==> src/rtl/alu_ctrl_if.sv <==
// Handshake and decoded-output bundle between the instruction register side
// and the ALU control sequencer.
interface alu_ctrl_if;
  logic       in_valid;
  logic [5:0] funct;
  logic       in_ready;
  logic       out_valid;
  logic [2:0] alu_op;
  logic [1:0] mux_sel;
  logic       mul_start;
  logic       wb_en;
  logic       illegal;
  logic       busy;
  logic       hilo_valid;

  modport master (
    output in_valid, funct,
    input  in_ready, out_valid, alu_op, mux_sel, mul_start, wb_en, illegal,
           busy, hilo_valid
  );

  modport slave (
    input  in_valid, funct,
    output in_ready, out_valid, alu_op, mux_sel, mul_start, wb_en, illegal,
           busy, hilo_valid
  );
endinterface

==> src/rtl/alu_ctrl_seq.sv <==
// Sequenced ALU control unit: decodes R-type funct, tracks a multi-cycle MULTU
// and stalls HI/LO reads and back-to-back MULTU until the product is ready.
module alu_ctrl_seq #(
  parameter int MUL_CYCLES = 32,
  parameter int CNT_W      = 6,
  parameter bit ENABLE_MUL = 1'b1
) (
  input logic     clk,
  input logic     rst_n,
  alu_ctrl_if.slave bus
);

  localparam logic [5:0] F_AND   = 6'b100100;
  localparam logic [5:0] F_OR    = 6'b100101;
  localparam logic [5:0] F_ADD   = 6'b100000;
  localparam logic [5:0] F_SUB   = 6'b100010;
  localparam logic [5:0] F_SLT   = 6'b101010;
  localparam logic [5:0] F_SLL   = 6'b000000;
  localparam logic [5:0] F_MULTU = 6'b011001;
  localparam logic [5:0] F_MFHI  = 6'b010000;
  localparam logic [5:0] F_MFLO  = 6'b010010;

  typedef enum logic {IDLE, MUL_BUSY} state_t;

  state_t           state_q, state_d;
  logic [CNT_W-1:0] cnt_q, cnt_d;
  logic             hilo_q, hilo_d;

  logic       is_mulop;
  logic       accept;
  logic [2:0] dec_alu;
  logic [1:0] dec_mux;
  logic       dec_wb, dec_mul, dec_ill;

  // Ops that touch the multiplier or HI/LO must wait for an in-flight multiply.
  assign is_mulop = ENABLE_MUL && (bus.funct inside {F_MULTU, F_MFHI, F_MFLO});
  assign bus.in_ready   = !(state_q == MUL_BUSY && is_mulop);
  assign accept         = bus.in_valid && bus.in_ready;
  assign bus.hilo_valid = hilo_q;

  // NOTE: every signal written in an always_comb gets a default first, so no
  // path leaves it unassigned and no latch is inferred.
  always_comb begin
    dec_alu = 3'b000;
    dec_mux = 2'b00;
    dec_wb  = 1'b0;
    dec_mul = 1'b0;
    dec_ill = 1'b0;
    case (bus.funct)
      F_AND:   dec_wb = 1'b1;
      F_OR:    begin dec_alu = 3'b001; dec_wb = 1'b1; end
      F_ADD:   begin dec_alu = 3'b010; dec_wb = 1'b1; end
      F_SUB:   begin dec_alu = 3'b110; dec_wb = 1'b1; end
      F_SLT:   begin dec_alu = 3'b111; dec_wb = 1'b1; end
      F_SLL:   begin dec_mux = 2'b01;  dec_wb = 1'b1; end
      F_MULTU: if (ENABLE_MUL) dec_mul = 1'b1; else dec_ill = 1'b1;
      // Reading HI/LO before any product exists is flagged rather than stalled.
      F_MFHI:  if (ENABLE_MUL && hilo_q) begin dec_mux = 2'b10; dec_wb = 1'b1; end
               else dec_ill = 1'b1;
      F_MFLO:  if (ENABLE_MUL && hilo_q) begin dec_mux = 2'b11; dec_wb = 1'b1; end
               else dec_ill = 1'b1;
      default: dec_ill = 1'b1;
    endcase
  end

  always_comb begin
    state_d = state_q;
    cnt_d   = cnt_q;
    hilo_d  = hilo_q;
    case (state_q)
      IDLE: begin
        if (accept && dec_mul) begin
          state_d = MUL_BUSY;
          cnt_d   = CNT_W'(MUL_CYCLES);
        end
      end
      MUL_BUSY: begin
        if (cnt_q == CNT_W'(1)) begin
          state_d = IDLE;
          cnt_d   = '0;
          hilo_d  = 1'b1;
        end else begin
          cnt_d = cnt_q - CNT_W'(1);
        end
      end
      default: state_d = IDLE;
    endcase
  end

  // NOTE: sequential state uses non-blocking assignments so every register
  // samples the pre-edge values, independent of statement order.
  always_ff @(posedge clk) begin
    if (!rst_n) begin
      state_q       <= IDLE;
      cnt_q         <= '0;
      hilo_q        <= 1'b0;
      bus.out_valid <= 1'b0;
      bus.alu_op    <= 3'b000;
      bus.mux_sel   <= 2'b00;
      bus.mul_start <= 1'b0;
      bus.wb_en     <= 1'b0;
      bus.illegal   <= 1'b0;
      bus.busy      <= 1'b0;
    end else begin
      state_q       <= state_d;
      cnt_q         <= cnt_d;
      hilo_q        <= hilo_d;
      bus.out_valid <= accept;
      bus.mul_start <= accept && dec_mul;
      bus.wb_en     <= accept && dec_wb;
      bus.illegal   <= accept && dec_ill;
      bus.busy      <= (state_d == MUL_BUSY);
      if (accept) begin
        bus.alu_op  <= dec_alu;
        bus.mux_sel <= dec_mux;
      end
    end
  end

endmodule

==> src/flat_wrapper.sv <==
// flat-port wrapper written by rule: the top's interface ports become plain ports
module alu_ctrl_seq_flat 
#(
  parameter int MUL_CYCLES = 32,
  parameter int CNT_W      = 6,
  parameter bit ENABLE_MUL = 1'b1
)
  (clk, rst_n, bus_in_valid, bus_funct, bus_in_ready, bus_out_valid, bus_alu_op, bus_mux_sel, bus_mul_start, bus_wb_en, bus_illegal, bus_busy, bus_hilo_valid);
  alu_ctrl_if bus_i ();
  input logic clk;
  input logic rst_n;
  input wire logic [$bits(bus_i.in_valid)-1:0] bus_in_valid;
  input wire logic [$bits(bus_i.funct)-1:0] bus_funct;
  output wire logic [$bits(bus_i.in_ready)-1:0] bus_in_ready;
  output wire logic [$bits(bus_i.out_valid)-1:0] bus_out_valid;
  output wire logic [$bits(bus_i.alu_op)-1:0] bus_alu_op;
  output wire logic [$bits(bus_i.mux_sel)-1:0] bus_mux_sel;
  output wire logic [$bits(bus_i.mul_start)-1:0] bus_mul_start;
  output wire logic [$bits(bus_i.wb_en)-1:0] bus_wb_en;
  output wire logic [$bits(bus_i.illegal)-1:0] bus_illegal;
  output wire logic [$bits(bus_i.busy)-1:0] bus_busy;
  output wire logic [$bits(bus_i.hilo_valid)-1:0] bus_hilo_valid;
  assign bus_i.in_valid = bus_in_valid;
  assign bus_i.funct = bus_funct;
  assign bus_in_ready = bus_i.in_ready;
  assign bus_out_valid = bus_i.out_valid;
  assign bus_alu_op = bus_i.alu_op;
  assign bus_mux_sel = bus_i.mux_sel;
  assign bus_mul_start = bus_i.mul_start;
  assign bus_wb_en = bus_i.wb_en;
  assign bus_illegal = bus_i.illegal;
  assign bus_busy = bus_i.busy;
  assign bus_hilo_valid = bus_i.hilo_valid;
  alu_ctrl_seq #(.MUL_CYCLES(MUL_CYCLES), .CNT_W(CNT_W), .ENABLE_MUL(ENABLE_MUL)) u_core (.clk(clk), .rst_n(rst_n), .bus(bus_i));
endmodule
==> config.mk <==
export PLATFORM = sky130hd
export DESIGN_NAME = alu_ctrl_seq_flat
export DESIGN_NICKNAME = d
export VERILOG_FILES = /design/src/rtl/alu_ctrl_if.sv /design/src/rtl/alu_ctrl_seq.sv /design/src/flat_wrapper.sv
export SDC_FILE = /design/constraint.sdc
export NUM_CORES = 1
export LEC_CHECK = 0
export CAP_MARGIN = 40
export CORE_MARGIN = 5
export CORE_UTILIZATION = 40
export DETAILED_ROUTE_END_ITERATION = 12
export PLACE_DENSITY = 0.7
export SLEW_MARGIN = 20
export SYNTH_ARGS = -nofsm -noshare
export SYNTH_HDL_FRONTEND = slang
export SYNTH_SLANG_ARGS = --single-unit
==> constraint.sdc <==
create_clock -name clk -period 3 [get_ports clk]
set_input_delay 0.3 -clock clk [delete_from_list [all_inputs] [get_ports clk]]
set_output_delay 0.3 -clock clk [all_outputs]
set_load 0.01 [all_outputs]
==> metrics <==
global route overflow=0; RSZ-0062 raised after global routing=false; r2r startpoint=u_core.bus.busy$_SDFF_PN0_; IO Pins=21; CTS Hold Buffers Added=0; outcome=finished clean; die area=3210 µm²; met1 wire length=927 µm; total track usage=0.129; Hold Crit Start=u_core.bus.mux_sel[1]$_SDFFE_PN0P_; Placed Cells=142; count of final hold-check violations=0; sequential cell area=340 µm²; crit path DAT=1.92 ns; Slew Limit Headroom=0.627; Fin Setup TNS=0 ns; Pint=0.305 mW; Non-Filler Instances=146; Initial DRT Pass Iterations=4; crit path launch=bus_funct[1]; switching share of power=0.256; Clk network pwr share=0.305; Port Buffers=20; Async SR Flop Fraction=0; Post-synth top flop=dfxtp_1; pre-CTS WS=0.779 ns; postcts setup bufs=0; core box area=2020 µm²; crit-path max FO=9; Inserted Diodes=0; Detail Placement HPWL=1.39 mm; Seq pwr share=0.564; Synth Cell Area=871 µm²; # clock sinks=17; routability cong.=0.773; area of the multi-input gates=477 µm²; clock latency on the worst-skew pair=0.29 ns; Fillers=194; post-route ant nets=0; routed wl met3=102 µm; Hold WC Path Type=reg2reg; final setup fails=0; Initial Util=0.431; TritonCTS clock tree=built; combinational group share of total power=0.130; vias in the first global route=721; P_sw=0.105 mW; CTS resizes=0; # nets final=131; Power Density=371 nW/µm²; highest clock rate=451 MHz; num rows=16; fin crit share=0.740; Worst Slack Setup Final=0.781 ns; synthesized flop and latch total=17; Synth Instances=98; share of cells above drive strength 1=0.0588; top layer in use=met4; DR WL met2=847 µm; cell area after layout=1100 µm²; Die W=56.7 µm; Synth-to-Final Area Change=26.9%; H-tree depth=1; Setup Skew=0.00833 ns; max cap viols=0; clk slew on worst S/H paths=0.10 ns; leakage=0.423 nW; synth warn=0; Via density=5.26; Detailed Route Iter0 Violations=12; Syn Nets=109; via count=768; die height=56.7 µm; Total Wirelength=1.89 mm; CP Capture Type=primary output; fin. max-slew vios=0; synth unique cells=36; Tmin final=2.22 ns; Post-synth EDFFs=0; # DRC=0; CP Class=in2out; mean post-synth cell area=8.89 µm²; Crit path required time=2.70 ns; initial antenna violation count=0; VDD IR-drop max=213 µV; Inserted Clock Buffers=3; Root Buffer=clkbuf_4; first-pass GRT wire length=3.25 mm; Worst Setup Start Kind=primary input; Placed Instance Area=1080 µm²; drt wl/cell=13.0 µm; Seq/Total Area, Yosys=0.391; CTS max path bufs=2; largest net degree at the start of global routing=12; Tightest Pin Transition=0.552 ns
==> worst max-delay path, stage by stage <==
cell and delay, ns:
clkdlybuf4s50_1 0.61, and3b_1 0.30, o21ai_1 0.16, clkdlybuf4s50_1 0.54
==> power groups by stage <==
stage,Sequential (mW),Combinational [mW],Clock [mW]
after floorplan,0.238,0.0278,0
after global placement,0.236,0.0532,0
after detailed placement,0.236,0.0534,0
after CTS,0.231,0.0536,0.131
after global routing,0.232,0.0583,0.146
final,0.231,0.0534,0.125
==> per-layer routing <==
| layer | up-vias | global-route usage |
|---|---|---|
| li1 | 399 | - |
| met1 | 346 | 0.174 |
| met2 | 21 | 0.188 |
| met3 | 2 | 0.0344 |
| met4 | 0 | 0.0610 |
| met5 | - | 0 |
==> sequential cells by signal, summed over array words and instances (netlist names) <==
| signal | count |
|---|---|
| u_core.bus.busy | 1 |
| u_core.bus.illegal | 1 |
| u_core.bus.mul_start | 1 |
| u_core.bus.out_valid | 1 |
| u_core.bus.hilo_valid | 1 |
| u_core.cnt_q | 6 |
| u_core.bus.alu_op | 3 |
| u_core.bus.mux_sel | 2 |
| u_core.bus.wb_en | 1 |
==> final timing paths <==
kind / slack [ns] / cells after the start / end
worst max-delay path: 0.78 / 4 / bus_in_ready
worst min-delay path: 0.46 / 2 / u_core.bus.mux_sel[1]$_SDFFE_PN0P_
worst max register to register: 1.56 / 4 / u_core.cnt_q[3]$_SDFFE_PN0P_
worst min register to register: 0.46 / 2 / u_core.bus.mux_sel[1]$_SDFFE_PN0P_
==> per-stage QoR <==
stage               hold slack (ns)  power [mW]   util
floorplan                     0.439       0.266      -
global placement              0.441       0.289  0.533
detailed placement            0.445       0.290  0.533
CTS                           0.462       0.416  0.546
global route                  0.476       0.436  0.546
finish                        0.458       0.410  0.546
==> cells by family (layout without fill, tap and decap cells) <==
group | Yosys count | count (layout) | share of synthesized area
buffers and inverters | 10 | 31 | 0.0618
adder cells (fa/ha/maj) | 2 | 2 | 0.0287
AND/OR/NAND/NOR | 44 | 44 | 0.299
flip-flops | 17 | 17 | 0.391
AO/OA/AOI/OAI | 25 | 25 | 0.220
==> cell type report <==
| type | count | share of cell area |
|---|---|---|
| Multi-Input combinational cell | 71 | 0.431 |
| Sequential cell | 17 | 0.308 |
| Timing Repair Buffer | 20 | 0.181 |
| Tap cell | 27 | 0.0306 |
| Inverter | 7 | 0.0238 |
| Clock buffer | 3 | 0.0204 |
| Clock inverter | 1 | 0.00453 |
==> cell usage in the layout, fill, tap and decap left out, drive strengths merged, types with 2 or more instances in the layout <==
cell type	netlist	layout
and4bb	2	2
clkbuf	0	3
nand3	3	3
clkdlybuf4s50	0	20
nand2b	2	2
ha	2	2
nand4	2	2
a21o	2	2
nor3	5	5
a31oi	2	2
nor2b	2	2
a21oi	4	4
inv	7	7
nor2	8	8
dfxtp	17	17
nand2	9	9
nor3b	2	2
o21ai	9	9
or3	2	2
==> Yosys cell counts, types with 2 or more instances <==
cell type,instances,area share
a21o_1,2,0.017
nand2b_1,2,0.014
or3_1,2,0.014
inv_1,7,0.030
nor2_1,8,0.034
nand3_1,3,0.017
a31oi_1,2,0.014
buf_6,2,0.026
o21ai_1,8,0.046
ha_1,2,0.029
dfxtp_1,17,0.39
nand2_1,9,0.039
nor2b_1,2,0.014
and4bb_1,2,0.029
a21oi_1,4,0.023
nand4_1,2,0.014
nor3_1,5,0.029
Note: power is estimated with default switching activity, not from simulation.
